===== src/rtl/invader_fire_sched_pkg.sv =====
// Shared constants for the invader grid: geometry, sprite pitch, fire-scheduler
// state encoding and the LFSR feedback mask.
package invader_fire_sched_pkg;

  localparam int INV_ROWS   = 5;
  localparam int INV_COLS   = 11;
  localparam int INV_CELLS  = INV_ROWS * INV_COLS;
  localparam int INV_CELL_W = 32;
  localparam int INV_CELL_H = 24;

  // Fibonacci taps 16,14,13,11 expressed as bit positions 15,13,12,10
  localparam logic [15:0] LFSR_TAPS = 16'hB400;

  typedef enum logic [1:0] {
    IDLE  = 2'd0,
    PICK  = 2'd1,
    SCAN  = 2'd2,
    OFFER = 2'd3
  } fire_state_e;

  function automatic logic [3:0] wrap_col(input logic [3:0] r);
    return (r >= 4'(INV_COLS)) ? r - 4'(INV_COLS) : r;
  endfunction

endpackage


===== src/rtl/invader_fire_sched_if.sv =====
// Spawn handshake between the fire scheduler (master) and the enemy-bullet engine.
interface invader_fire_sched_if;
  logic       spawn_valid;
  logic       spawn_ready;
  logic [1:0] spawn_slot;
  logic [9:0] spawn_x;
  logic [9:0] spawn_y;
  logic [5:0] spawn_invader;

  modport master (
    output spawn_valid, spawn_slot, spawn_x, spawn_y, spawn_invader,
    input  spawn_ready
  );

  modport slave (
    input  spawn_valid, spawn_slot, spawn_x, spawn_y, spawn_invader,
    output spawn_ready
  );
endinterface


===== src/rtl/invader_fire_sched_lfsr16.sv =====
// Free-running 16-bit Fibonacci LFSR, reusable for any pseudo-random effect.
module lfsr16
  import invader_fire_sched_pkg::*;
#(
  parameter logic [15:0] SEED = 16'hACE1
) (
  input  logic        clk,
  input  logic        rst,
  output logic [15:0] lfsr_o
);

  logic [15:0] lfsr_q, lfsr_d;

  assign lfsr_d = {lfsr_q[14:0], ^(lfsr_q & LFSR_TAPS)};

  // NOTE: clocked state uses non-blocking assignment so every register
  // samples pre-edge values regardless of process evaluation order.
  always_ff @(posedge clk or posedge rst) begin
    if (rst) lfsr_q <= SEED;
    else     lfsr_q <= lfsr_d;
  end

  assign lfsr_o = lfsr_q;

endmodule


===== src/rtl/invader_fire_sched.sv =====
// Enemy fire scheduler: picks a random column, finds its bottom-most live invader
// and offers a bullet spawn. Define FIRE_SPEEDUP_EN to shorten cooldown as the grid thins.
module invader_fire_sched
  import invader_fire_sched_pkg::*;
#(
  parameter int          NUM_SLOTS   = 3,
  parameter int          FIRE_PERIOD = 60,
  parameter logic [15:0] LFSR_SEED   = 16'hACE1
) (
  input  logic                  clk,
  input  logic                  rst,
  input  logic                  frame_i,
  input  logic                  enable_i,
  input  logic [INV_CELLS-1:0]  invaders_i,
  input  logic [9:0]            invaders_x_i,
  input  logic [9:0]            invaders_y_i,
  input  logic [NUM_SLOTS-1:0]  slot_free_i,
  invader_fire_sched_if.master  spawn
);

  localparam logic [7:0] PERIOD   = 8'(FIRE_PERIOD);
  localparam logic [2:0] TOP_ROW  = 3'(INV_ROWS - 1);
  localparam logic [3:0] LAST_COL = 4'(INV_COLS - 1);

  fire_state_e          state_q, state_d;
  logic [INV_CELLS-1:0] snap_q;
  logic [9:0]           ox_q, oy_q;
  logic [1:0]           slot_q, first_free;
  logic [3:0]           col_q, tried_q;
  logic [2:0]           row_q;
  logic [7:0]           cool_q, reload;
  logic [15:0]          lfsr;
  logic                 unused_lfsr_hi;
  logic [5:0]           cell_idx;
  logic                 cell_alive, trigger, handshake;

  lfsr16 #(.SEED(LFSR_SEED)) u_lfsr (.clk(clk), .rst(rst), .lfsr_o(lfsr));
  assign unused_lfsr_hi = ^lfsr[15:4];

  assign cell_idx   = 6'(row_q) * 6'(INV_COLS) + 6'(col_q);
  assign cell_alive = snap_q[cell_idx];
  assign trigger    = frame_i & enable_i & (cool_q == '0) & (|slot_free_i) & (|invaders_i);
  assign handshake  = (state_q == OFFER) & spawn.spawn_ready;

  always_comb begin
    first_free = '0;
    for (int i = NUM_SLOTS - 1; i >= 0; i--)
      if (slot_free_i[i]) first_free = 2'(i);
  end

`ifdef FIRE_SPEEDUP_EN
  logic [5:0] alive_cnt;
  always_comb begin
    alive_cnt = '0;
    for (int i = 0; i < INV_CELLS; i++) alive_cnt = alive_cnt + 6'(snap_q[i]);
    if (alive_cnt <= 6'd11)      reload = PERIOD >> 2;
    else if (alive_cnt <= 6'd27) reload = PERIOD >> 1;
    else                         reload = PERIOD;
    if (reload == '0) reload = 8'd1;
  end
`else
  assign reload = PERIOD;
`endif

  always_ff @(posedge clk or posedge rst) begin
    if (rst) state_q <= IDLE;
    else     state_q <= state_d;
  end

  // NOTE: next-state defaults to the current state before the case so no
  // path leaves state_d unassigned, which would infer a latch.
  always_comb begin
    state_d = state_q;
    case (state_q)
      IDLE:  if (trigger) state_d = PICK;
      PICK:  state_d = enable_i ? SCAN : IDLE;
      SCAN: begin
        if (!enable_i)       state_d = IDLE;
        else if (cell_alive) state_d = OFFER;
        else if (row_q == '0 && tried_q == LAST_COL) state_d = IDLE;
      end
      OFFER: if (spawn.spawn_ready) state_d = IDLE;
      default: state_d = IDLE;
    endcase
  end

  // NOTE: the snapshot is ordinary flops, not a RAM, so it takes the reset
  // like every other register and the outputs are defined from the first cycle.
  always_ff @(posedge clk or posedge rst) begin
    if (rst) begin
      snap_q  <= '0;
      ox_q    <= '0;
      oy_q    <= '0;
      slot_q  <= '0;
      col_q   <= '0;
      row_q   <= '0;
      tried_q <= '0;
    end else begin
      case (state_q)
        IDLE: if (trigger) begin
          snap_q <= invaders_i;
          ox_q   <= invaders_x_i;
          oy_q   <= invaders_y_i;
          slot_q <= first_free;
        end
        PICK: begin
          col_q   <= wrap_col(lfsr[3:0]);
          row_q   <= TOP_ROW;
          tried_q <= '0;
        end
        SCAN: if (enable_i && !cell_alive) begin
          if (row_q != '0) begin
            row_q <= row_q - 3'd1;
          end else begin
            col_q   <= (col_q == LAST_COL) ? '0 : col_q + 4'd1;
            row_q   <= TOP_ROW;
            tried_q <= tried_q + 4'd1;
          end
        end
        default: ;
      endcase
    end
  end

  // Reload wins over a frame arriving on the handshake cycle
  always_ff @(posedge clk or posedge rst) begin
    if (rst)                            cool_q <= PERIOD;
    else if (handshake)                 cool_q <= reload;
    else if (frame_i && cool_q != '0)   cool_q <= cool_q - 8'd1;
  end

  always_comb begin
    spawn.spawn_valid   = 1'b0;
    spawn.spawn_slot    = '0;
    spawn.spawn_x       = '0;
    spawn.spawn_y       = '0;
    spawn.spawn_invader = '0;
    if (state_q == OFFER) begin
      spawn.spawn_valid   = 1'b1;
      spawn.spawn_slot    = slot_q;
      spawn.spawn_x       = ox_q + 10'(col_q) * 10'(INV_CELL_W) + 10'(INV_CELL_W / 2);
      spawn.spawn_y       = oy_q + (10'(row_q) + 10'd1) * 10'(INV_CELL_H);
      spawn.spawn_invader = cell_idx + 6'd1;
    end
  end

endmodule


===== src/flat_wrapper.sv =====
// flat-port wrapper written by rule: the top's interface ports become plain ports
module invader_fire_sched_flat import invader_fire_sched_pkg::*;
#(
  parameter int          NUM_SLOTS   = 3,
  parameter int          FIRE_PERIOD = 60,
  parameter logic [15:0] LFSR_SEED   = 16'hACE1
)
  (clk, rst, frame_i, enable_i, invaders_i, invaders_x_i, invaders_y_i, slot_free_i, spawn_spawn_valid, spawn_spawn_slot, spawn_spawn_x, spawn_spawn_y, spawn_spawn_invader, spawn_spawn_ready);
  invader_fire_sched_if spawn_i ();
  input  logic clk;
  input  logic rst;
  input  logic frame_i;
  input  logic enable_i;
  input  logic [INV_CELLS-1:0] invaders_i;
  input  logic [9:0] invaders_x_i;
  input  logic [9:0] invaders_y_i;
  input  logic [NUM_SLOTS-1:0] slot_free_i;
  output wire logic [$bits(spawn_i.spawn_valid)-1:0] spawn_spawn_valid;
  output wire logic [$bits(spawn_i.spawn_slot)-1:0] spawn_spawn_slot;
  output wire logic [$bits(spawn_i.spawn_x)-1:0] spawn_spawn_x;
  output wire logic [$bits(spawn_i.spawn_y)-1:0] spawn_spawn_y;
  output wire logic [$bits(spawn_i.spawn_invader)-1:0] spawn_spawn_invader;
  input wire logic [$bits(spawn_i.spawn_ready)-1:0] spawn_spawn_ready;
  assign spawn_spawn_valid = spawn_i.spawn_valid;
  assign spawn_spawn_slot = spawn_i.spawn_slot;
  assign spawn_spawn_x = spawn_i.spawn_x;
  assign spawn_spawn_y = spawn_i.spawn_y;
  assign spawn_spawn_invader = spawn_i.spawn_invader;
  assign spawn_i.spawn_ready = spawn_spawn_ready;
  invader_fire_sched #(.NUM_SLOTS(NUM_SLOTS), .FIRE_PERIOD(FIRE_PERIOD), .LFSR_SEED(LFSR_SEED)) u_core (.clk(clk), .rst(rst), .frame_i(frame_i), .enable_i(enable_i), .invaders_i(invaders_i), .invaders_x_i(invaders_x_i), .invaders_y_i(invaders_y_i), .slot_free_i(slot_free_i), .spawn(spawn_i));
endmodule

===== config.mk =====
export PLATFORM = sky130hd
export DESIGN_NAME = invader_fire_sched_flat
export DESIGN_NICKNAME = d
export VERILOG_FILES = /design/src/rtl/invader_fire_sched_pkg.sv /design/src/rtl/invader_fire_sched_if.sv /design/src/rtl/invader_fire_sched_lfsr16.sv /design/src/rtl/invader_fire_sched.sv /design/src/flat_wrapper.sv
export SDC_FILE = /design/constraint.sdc
export NUM_CORES = 1
export LEC_CHECK = 0
export ABC_AREA = 1
export BUFFER_PORTS_ARGS = -buffer_cell sky130_fd_sc_hd__buf_2
export CAP_MARGIN = 20
export CELL_PAD_IN_SITES_DETAIL_PLACEMENT = 2
export CELL_PAD_IN_SITES_GLOBAL_PLACEMENT = 2
export CORE_AREA = 2 2 141 178
export DETAILED_ROUTE_END_ITERATION = 10
export DIE_AREA = 0 0 143 180
export GPL_ROUTABILITY_DRIVEN = 0
export PLACE_DENSITY = 0.68
export SYNTH_ARGS = -nofsm -noshare
export SYNTH_HDL_FRONTEND = slang
export SYNTH_SLANG_ARGS = --single-unit

===== constraint.sdc =====
create_clock -name clk -period 4.4 [get_ports clk]
set_input_delay 0.44 -clock clk [delete_from_list [all_inputs] [get_ports clk]]
set_output_delay 0.44 -clock clk [all_outputs]
set_load 0.01 [all_outputs]

==> impl_metrics.json <==
{
  "cp-start-kind": "flop",
  "cp_slowest_stage_delay_ns": 0.48,
  "via_per_inst": 4.59,
  "rows": 64,
  "synth_top_area_cell": "dfrtp_1",
  "min_path_type": "in2async",
  "synthTopCellsByArea": "dfrtp_1, nand2_1, ha_1",
  "drc": 0,
  "synth.top_cell.area_share_pct": 38.5,
  "place_hpwl_mm": 14.2,
  "final_max_slew_viol_count": 0,
  "port_buffers": 111,
  "drt_iter0_markers": 140,
  "synth-async-reset-ratio_pct": 100,
  "fmax_mhz": 245,
  "seq_area_frac_synth_pct": 43.3,
  "synth_most_common_cell": "nand2_1",
  "overflow": 0,
  "end_kind": "output pin",
  "clk_latency_ns": 0.42,
  "postCtsSetupBuffers": 0,
  "grt_usage_pct": 16.2,
  "grt_max_degree": 83,
  "die_w_um": 143,
  "drive_gt1_share_pct": 21.7,
  "hold_viol_final": 0,
  "coreArea_um2": 24100,
  "syn_nets": 931,
  "routedWlPerCell_um": 15.7,
  "num-fill-cells": 2780,
  "num_vias": 5760,
  "synthTopCellsByCount": "nand2_1, inv_1, dfrtp_1",
  "synth_compound_area_share_pct": 9.76,
  "setup_violations": 0,
  "cts_buffers": 17,
  "n_antenna_cell": 0,
  "cp_max_fo": 11,
  "grt_pass1_wl_mm": 32.8,
  "cpLargestDelayFamily": "adder cells",
  "synth_area_per_cell_um2": 8.23,
  "crit_required_ns": 3.96,
  "synth_simple_gate_area_share_pct": 22.7,
  "cts_buffer_depth": 2,
  "clk_pin_slew_ns": 0.06,
  "cp_common_cell": "ha_1",
  "multiInputGateArea_um2": 3100,
  "grt_setup_unrepaired": "no",
  "p_leak_nw": 4.33,
  "grt_pass1_vias": 6548,
  "hold_slack_ns": 0.238,
  "p_per_area_nw_per_um2": 580,
  "seq_area_um2": 2870,
  "synthMuxAreaShare_pct": 3.74,
  "pin_count": 112,
  "ys_ff_latch": 114,
  "dieArea_um2": 25700,
  "cts-resized-gates": 0,
  "syn2layout_area_growth_pct": 22.1,
  "initial_utilization_pct": 27.5,
  "period_share_pct": 92.8,
  "ys_types": 41,
  "cts_tree": "yes",
  "cpMaxStageDelayCell": "fa_1",
  "ant_nets": 0,
  "skew_ns": 0.00933,
  "cts.sinks": 114,
  "h-tree-depth": 4,
  "dr.pass1.iters": 4,
  "status": "completed",
  "antenna_found_initial": 0,
  "worstMarginPinSlew_ns": 0.928,
  "ir_drop_uv": 256,
  "synth_edf_count": 0,
  "ys.flop_type": "dfrtp_1",
  "synthCells": 805,
  "maxCapViolCount": 0,
  "relSlewSlack_pct": 38.2,
  "synth_xor_area_share_pct": 1.83,
  "syn_area_um2": 6630,
  "yosysWarningCount": 0,
  "dieHeight_um": 180,
  "final_nets": 1039,
  "setup-tns-final_ns": 0,
  "crit_type": "reg2out",
  "finalCriticalPeriod_ns": 4.08,
  "wl_mm": 19.7,
  "critPathBufInv": 4,
  "cts-root-buf": "clkbuf_16",
  "cts_hold_buf": 0,
  "cp_data_arrival_time_ns": 3.64,
  "synth_fa_ha_area_share_pct": 8.68,
  "synth_top_family_by_area": "simple AND/OR/NAND/NOR gates",
  "path_cells": "inv_1 -> ha_1 -> ha_1 -> ha_1 -> fa_1 -> buf_4 -> inv_1 -> nor4_2 -> nand2_1 -> o21ai_0 -> a21oi_1 -> buf_2"
}
-- metal layers --
metal / track usage [%] / part of all wire [%] / up-vias
li1: - / - / 2806
met2: 29.4 / 52 / 101
met5: 0 / 0 / -
met1: 19.2 / 44 / 2839
met3: 2.93 / 2.6 / 14
met4: 4.59 / 1.2 / 0
-- sequential cells by signal, indices dropped and copies added, names as in the netlist --
register and cells:
u_core.u_lfsr.lfsr_o 16, u_core.slot_q 2, u_core.ox_q 10, u_core.col_q 4, u_core.state_q 2, u_core.row_q 3, u_core.tried_q 4, u_core.cool_q 8
u_core.oy_q 10, u_core.snap_q 55
-- worst register-to-register path, stage by stage, from the launching register on --
cell	delay, ns
dfrtp_2	0.45
inv_1	0.12
ha_1	0.40
ha_1	0.31
ha_1	0.23
fa_1	0.43
buf_4	0.19
inv_1	0.26
nand3_1	0.13
nand3_1	0.10
nand3_1	0.09
nand3_1	0.16
nand3_2	0.09
nand2_2	0.25
nand3_2	0.24
nand2_1	0.14
nand2_1	0.06
-- power by group --
group / internal (W) / switching (W) / total, W
clock: 0.000992 / 0.000498 / 0.00149
sequential: 0.00124 / 0.000137 / 0.00138
combinational: 0.000622 / 0.00121 / 0.00183
total: 0.00285 / 0.00184 / 0.00469
-- kinds of logic (layout without fill, tap and decap cells) --
family	count (synthesis)	after routing
flops	114	114
mux	22	22
xor+xnor	13	13
fa+ha+maj	43	43
simple gates	341	341
compound gates	122	122
buf+inv	150	271
-- cell type report --
type | instances | area share [%]
Sequential cell | 114 | 35.4
Timing Repair Buffer | 118 | 7.67
Tap cell | 330 | 5.10
Multi-Input combinational cell | 541 | 38.3
Clock buffer | 23 | 5.90
Clock inverter | 9 | 1.90
Inverter | 121 | 5.70
-- path summary, 6_finish.rpt --
path | startpoint | endpoint | slack, ns | depth (start not counted)
max | u_core.row_q[0] | spawn_spawn_invader[5] | 0.32 | 12
min | rst | u_core.snap_q[45] | 0.24 | 2
max reg2reg | u_core.row_q[0] | u_core.col_q[1] | 0.65 | 16
min reg2reg | u_core.u_lfsr.lfsr_o[4] | u_core.u_lfsr.lfsr_o[5] | 0.35 | 0
max in group asynchronous | rst | u_core.u_lfsr.lfsr_o[13] | 3.21 | 3
min in group clk | slot_free_i[0] | u_core.slot_q[1] | 0.25 | 2
-- through the flow --
| stage | power [W] | util (%) | std cells | setup slack (ns) | instance area, um^2 |
|---|---|---|---|---|---|
| 3_3_place_gp | 0.00318 | 30.9 | 1224 | 0.672 | 7460 |
| 4_1_cts | 0.00479 | 33.6 | 1256 | 0.123 | 8090 |
| 6_report | 0.00469 | 33.6 | 1256 | 0.315 | 8100 |
| 3_5_place_dp | 0.00324 | 30.9 | 1224 | 0.536 | 7460 |
| 2_1_floorplan | 0.00275 | - | 805 | 0.964 | 6630 |
| 5_1_grt | 0.00510 | 33.6 | 1256 | 0.0176 | 8100 |
-- layout by cell type (no fill, tap or decap), drive strengths merged --
cell type / netlist / final
a21boi: 1 / 1
a21o: 1 / 1
a21oi: 32 / 32
a31oi: 2 / 2
a32o: 1 / 1
buf: 23 / 118
bufinv: 0 / 4
clkbuf: 6 / 23
clkinv: 0 / 3
clkinvlp: 0 / 2
dfrtp: 102 / 102
dfstp: 12 / 12
fa: 5 / 5
ha: 38 / 38
inv: 121 / 121
mux2: 22 / 22
nand2: 193 / 193
nand3: 54 / 54
nand3b: 3 / 3
nand4: 19 / 19
nor2: 58 / 58
nor3: 9 / 9
nor3b: 2 / 2
nor4: 3 / 3
o21ai: 78 / 78
o21bai: 1 / 1
o22ai: 1 / 1
o31ai: 5 / 5
xnor2: 5 / 5
xor2: 8 / 8
No activity file was read; power rests on OpenSTA's default activity.
